### src/rtl/trans_pkg.sv
// Shared types and constants for the 8x8 transpose buffer.
// A vector is N lanes of DW bits, lane j at bits [DW*j +: DW].
package trans_pkg;

  localparam int unsigned DW = 16;
  localparam int unsigned N  = 8;
  localparam int unsigned IW = $clog2(N);

  typedef logic [DW-1:0] lane_t;
  typedef lane_t [N-1:0] vec_t;

  function automatic lane_t lane_of(input logic [N*DW-1:0] bus, input int unsigned j);
    return bus[DW*j +: DW];
  endfunction

endpackage

### src/rtl/trans_bank.sv
// One N x N element bank: row-wide write port, combinational column read mux.
module trans_bank
  import trans_pkg::*;
(
  input  logic          clk,
  input  logic          rst_n,
  input  logic          we,
  input  logic [IW-1:0] wr_row,
  input  vec_t          wr_data,
  input  logic [IW-1:0] rd_col,
  output vec_t          rd_data
);

  vec_t [N-1:0] mem;

  always_ff @(posedge clk or negedge rst_n) begin
    if (!rst_n) begin
      mem <= '0;
    end else if (we) begin
      mem[wr_row] <= wr_data;
    end
  end

  // Lane r of the read vector is element (r, rd_col).
  always_comb begin
    rd_data = '0;
    for (int unsigned r = 0; r < N; r++) begin
      rd_data[r] = mem[r][rd_col];
    end
  end

endmodule

### src/rtl/trans_col_reader.sv
// Ping-pong 8x8 transpose buffer: rows in, columns out, one vector per cycle each side.
module trans_col_reader
  import trans_pkg::*;
(
  input  logic             clk,
  input  logic             rst_n,
  input  logic             clr,
  input  logic             in_valid,
  output logic             in_ready,
  input  logic [N*DW-1:0]  in_data,
  output logic             out_valid,
  input  logic             out_ready,
  output logic [N*DW-1:0]  out_data,
  output logic             out_last
);

  logic          wr_bank;
  logic          rd_bank;
  logic [IW-1:0] wr_row;
  logic [IW-1:0] rd_col;
  logic [1:0]    full;

  vec_t in_vec;
  vec_t rd_vec0;
  vec_t rd_vec1;
  logic wr_fire;
  logic rd_fire;

  always_comb begin
    in_vec = '0;
    for (int unsigned j = 0; j < N; j++) begin
      in_vec[j] = lane_of(in_data, j);
    end
  end

  assign in_ready  = !full[wr_bank];
  assign out_valid = full[rd_bank];
  assign out_last  = out_valid && (rd_col == IW'(N-1));
  assign out_data  = rd_bank ? rd_vec1 : rd_vec0;

  // clr discards whatever handshake coincides with it, including the bank write.
  assign wr_fire = in_valid && in_ready && !clr;
  assign rd_fire = out_valid && out_ready && !clr;

  trans_bank u_bank0 (
    .clk     (clk),
    .rst_n   (rst_n),
    .we      (wr_fire && !wr_bank),
    .wr_row  (wr_row),
    .wr_data (in_vec),
    .rd_col  (rd_col),
    .rd_data (rd_vec0)
  );

  trans_bank u_bank1 (
    .clk     (clk),
    .rst_n   (rst_n),
    .we      (wr_fire && wr_bank),
    .wr_row  (wr_row),
    .wr_data (in_vec),
    .rd_col  (rd_col),
    .rd_data (rd_vec1)
  );

  // Set and clear never target the same full bit in one cycle: set needs !full, clear needs full.
  always_ff @(posedge clk or negedge rst_n) begin
    if (!rst_n) begin
      wr_bank <= 1'b0;
      rd_bank <= 1'b0;
      wr_row  <= '0;
      rd_col  <= '0;
      full    <= '0;
    end else if (clr) begin
      wr_bank <= 1'b0;
      rd_bank <= 1'b0;
      wr_row  <= '0;
      rd_col  <= '0;
      full    <= '0;
    end else begin
      if (wr_fire) begin
        if (wr_row == IW'(N-1)) begin
          full[wr_bank] <= 1'b1;
          wr_bank       <= !wr_bank;
          wr_row        <= '0;
        end else begin
          wr_row <= wr_row + IW'(1);
        end
      end
      if (rd_fire) begin
        if (rd_col == IW'(N-1)) begin
          full[rd_bank] <= 1'b0;
          rd_bank       <= !rd_bank;
          rd_col        <= '0;
        end else begin
          rd_col <= rd_col + IW'(1);
        end
      end
    end
  end

endmodule

### config.mk
export PLATFORM = sky130hd
export DESIGN_NAME = trans_col_reader
export DESIGN_NICKNAME = d
export VERILOG_FILES = /design/src/rtl/trans_pkg.sv /design/src/rtl/trans_bank.sv /design/src/rtl/trans_col_reader.sv
export SDC_FILE = /design/constraint.sdc
export NUM_CORES = 2
export LEC_CHECK = 0
export ABC_CLOCK_PERIOD_IN_PS = 7650
export BUFFER_PORTS_ARGS = -buffer_cell sky130_fd_sc_hd__buf_4
export CAP_MARGIN = 15
export CORE_MARGIN = 3
export CORE_UTILIZATION = 30
export CTS_CLUSTER_DIAMETER = 150
export DETAILED_ROUTE_END_ITERATION = 8
export PLACE_DENSITY = 0.43
export SETUP_SLACK_MARGIN = 0.1
export SLEW_MARGIN = 40
export SYNTH_ARGS = -nofsm -noshare
export SYNTH_HDL_FRONTEND = slang
export SYNTH_SLANG_ARGS = --single-unit
### constraint.sdc
create_clock -name clk -period 7.65 [get_ports clk]
set_clock_uncertainty 0.1 [all_clocks]
set_input_delay 2.295 -clock clk [delete_from_list [all_inputs] [get_ports clk]]
set_output_delay 2.295 -clock clk [all_outputs]
set_load 0.02 [all_outputs]
==> flow_summary.yaml <==
placed_design:
  dp_hpwl_mm: 166
  gp_congestion: 0.698
  pre_cts_ws_ns: 1.79
  io_buffers: 263
drt:
  drtPass1Iterations: 4
  via_per_inst: 5.03
  drt-total-wl_mm: 270
  drtIter0Drc: 2375
  vias: 49800
  drtAntennaViolNets: 0
  drc: 0
  post_drt_wl_per_cell_um: 27.3
synthesis:
  synth_edf_count: 0
  yosysWarnings: 0
  seq_area_frac_synth_pct: 55.7
  synth_seq_cells: 2058
  syn_inst: 5533
  synthArstFlopShare_pct: 100
  netlist_area_um2: 92500
  syn_avg_cell_area_um2: 16.7
  synthFlopType: "dfrtp_1"
  synth_cell_types: 32
  synth_fp_nets: 5670
worst_setup_path:
  cp_common_cell: "buf_12"
  path_cells: "buf_12, buf_12, buf_16, mux4_2, nor2b_1, a211oi_1, a21oi_1, buf_4"
  cp.arrival_ns: 4.16
  critPathCaptureType: "primary output"
  critPathSlowestCell: "buf_12"
  rr_startpoint: "wr_row[1]"
  cp-start-kind: "flip-flop"
  crit_type: "reg -> out"
  critPathLaunch: "rd_col[2]"
  crit_fanout: 109
  cpPeakStageDelay_ns: 0.60
  crit_required_ns: 5.26
cts:
  post_cts_resized: 0
  clk_pin_slew_ns: 0.06
  clockBufferDepth: 4
  cts_setup_buffers: 0
  root_buffer: "clkbuf_16"
  cts_tree: "built"
  cts_hold_buf: 0
  h-tree-depth: 4
  cts_made_buffers: 238
  clock-sinks: 2058
  insertion_delay_ns: 0.88
sta:
  period_needed_ns: 6.56
  timing.fmax_ghz: 0.152
  layout_setup_ws_ns: 1.09
  hold_viol_final: 0
  final_max_slew_viol_count: 0
  final.setup.tns_ns: 0
  finalCritPeriodShare_pct: 85.7
  relSlewSlack_pct: 41.8
  rsz0062_at_grt: "no"
  worst_pin_slew_ns: 0.874
  setup_viol: 0
die:
  core_um2: 306000
  fp.dieH_um: 561
  rows: 203
  io_pins: 264
  die_w_um: 561
  design.die.area_um2: 315000
  start_util_pct: 30.2
cells_and_area:
  drive_above_1_share_pct: 57.9
  final_nets: 5763
  area_delta_synth_final_pct: 15.1
  nFillCells: 29400
grt:
  grt_pass1_vias: 55100
  grt_usage_pct: 17.2
  grt_overflow: 0
  grt_antenna_before_repair: 16
  grt_max_degree: 150
  grt_pass1_wl_mm: 402
pwr:
  p_switching_w: 0.00616
  cellPowerDensity_nw_per_um2: 240
  cellLeakagePower_nw: 48.4
  pwr-share-comb_pct: 9.0
  p_seq_share_pct: 46.9
  p_sw_share_pct: 24.1
  clockPowerShare_pct: 44.1
  p_int_w: 0.0194
  vdd_drop_max_mv: 0.180
  totalPowerFinal_w: 0.0256
outcome:
  status: "finished, final reports clean"
min_path:
  min_from: "u_bank0.mem[504]"
  hp-class: "reg -> reg"
run:
  drv_cap: 0
[metrics by stage]
| stage | instances | utilization [%] | cell area [µm²] | hold slack [ns] |
|---|---|---|---|---|
| floorplan | 5533 | - | 92500 | 0.374 |
| global placement | 9470 | 32.1 | 98300 | 0.382 |
| detailed placement | 9479 | 32.2 | 98500 | 0.387 |
| CTS | 9894 | 34.7 | 106000 | 0.400 |
| global route | 9902 | 34.7 | 106000 | 0.406 |
| finish | 9906 | 34.7 | 106000 | 0.398 |
[final timing paths]
path | slack (ns) | endpoint | cells after the start
max | 1.09 | out_data[81] | 8
min reg2reg | 0.40 | u_bank0.mem[504] | 1
max in group asynchronous | 4.34 | u_bank0.mem[819] | 5
min in group asynchronous | 1.21 | u_bank1.mem[676] | 1
max reg2reg | 4.44 | u_bank0.mem[627] | 4
min | 0.40 | u_bank0.mem[504] | 1
[metal layers]
| metal | vias to the layer above | wire length (µm) | track usage (%) | part of all wire, % |
|---|---|---|---|---|
| met5 | - | 13 | 0 | 0.0048 |
| met2 | 641 | 143000 | 31.3 | 53 |
| li1 | 21000 | - | - | - |
| met4 | 2 | 5630 | 3.61 | 2.1 |
| met1 | 27800 | 115000 | 21.7 | 42 |
| met3 | 349 | 7000 | 2.09 | 2.6 |
[cells in the final DEF, fill, tap and decap left out, types with 2 or more instances in the layout]
| cell | synthesis | final |
|---|---|---|
| diode_2 | 0 | 5 |
| nor2_1 | 10 | 4 |
| mux2_2 | 2049 | 2049 |
| buf_16 | 0 | 15 |
| nand2_4 | 0 | 3 |
| buf_12 | 0 | 45 |
| buf_4 | 90 | 305 |
| a21oi_1 | 64 | 63 |
| nand2_8 | 0 | 3 |
| o21ai_0 | 2 | 2 |
| nor2b_1 | 47 | 47 |
| o22ai_1 | 10 | 10 |
| dfrtp_4 | 0 | 4 |
| mux4_2 | 565 | 565 |
| clkbuf_16 | 0 | 239 |
| clkbuf_1 | 232 | 66 |
| mux2i_1 | 86 | 86 |
| inv_6 | 0 | 3 |
| nand3_4 | 0 | 2 |
| inv_16 | 0 | 2 |
| nand3_1 | 5 | 3 |
| nor3_4 | 0 | 2 |
| clkbuf_8 | 0 | 58 |
| a31oi_1 | 2 | 2 |
| bufinv_16 | 0 | 12 |
| ha_1 | 4 | 4 |
| clkinv_8 | 0 | 2 |
| nand2_1 | 29 | 22 |
| buf_6 | 32 | 8 |
| clkinv_2 | 0 | 32 |
| a211oi_1 | 45 | 45 |
| nand2b_1 | 4 | 4 |
| nor2_4 | 0 | 6 |
| o221ai_1 | 20 | 20 |
| or3_1 | 3 | 3 |
| dfrtp_1 | 2058 | 2054 |
[Yosys cell counts (all sizes together) (4+ instances only)]
cell type  count  share of area, %
o221ai        20              0.19
nand2b         4             0.027
mux2        2049                25
nand2         29              0.12
nand3          5             0.027
mux4         565                14
clkbuf       233              0.95
nor2          10             0.041
mux2i         86              0.93
a21oi         64              0.35
nor2b         47              0.32
a211oi        45              0.37
dfrtp       2058                56
buf          287               2.0
ha             4             0.054
o22ai         10             0.068
[critical path: cells and delay by family, from the launching register on]
kind | cells | cell delay (ns)
flops | 1 | 0.52
compound gates | 2 | 0.51
buf+inv | 4 | 1.66
mux | 1 | 0.37
simple gates | 1 | 0.15
[layout make-up]
class                           instances  area (µm²)  share of cell area [%]
Clock buffer                          363        7030                    6.60
Antenna cell                            5        12.5                  0.0118
Sequential cell                      2058       51500                    48.4
Tap cell                             4100        5130                    4.82
Timing Repair Buffer                  373        3690                    3.47
Multi-Input combinational cell       2954       38400                    36.1
Inverter                                1        3.75                 0.00353
Clock inverter                         52         627                   0.589
[kinds of logic after synthesis]
family / count (synthesis) / synth area share (%)
mux: 2700 / 39.7
flops: 2058 / 55.7
buf+inv: 521 / 2.95
compound gates: 143 / 0.993
simple gates: 107 / 0.647
fa+ha+maj: 4 / 0.0541
[power groups by stage]
stage / combinational (W) / clock, W / sequential, W
final: 0.00229 / 0.0113 / 0.0120
after global routing: 0.00250 / 0.0121 / 0.0121
after CTS: 0.00239 / 0.0117 / 0.0120
after detailed placement: 0.00238 / 0 / 0.0122
after global placement: 0.00234 / 0 / 0.0122
after floorplan: 0.00132 / 0 / 0.0121
[sequential cells by signal, indices dropped and copies added, names as in the netlist]
register / count
u_bank0.mem: 1024
u_bank1.mem: 1024
wr_row: 3
rd_bank: 1
rd_col: 3
full: 2
wr_bank: 1
Power figures use the tool's default switching activity.
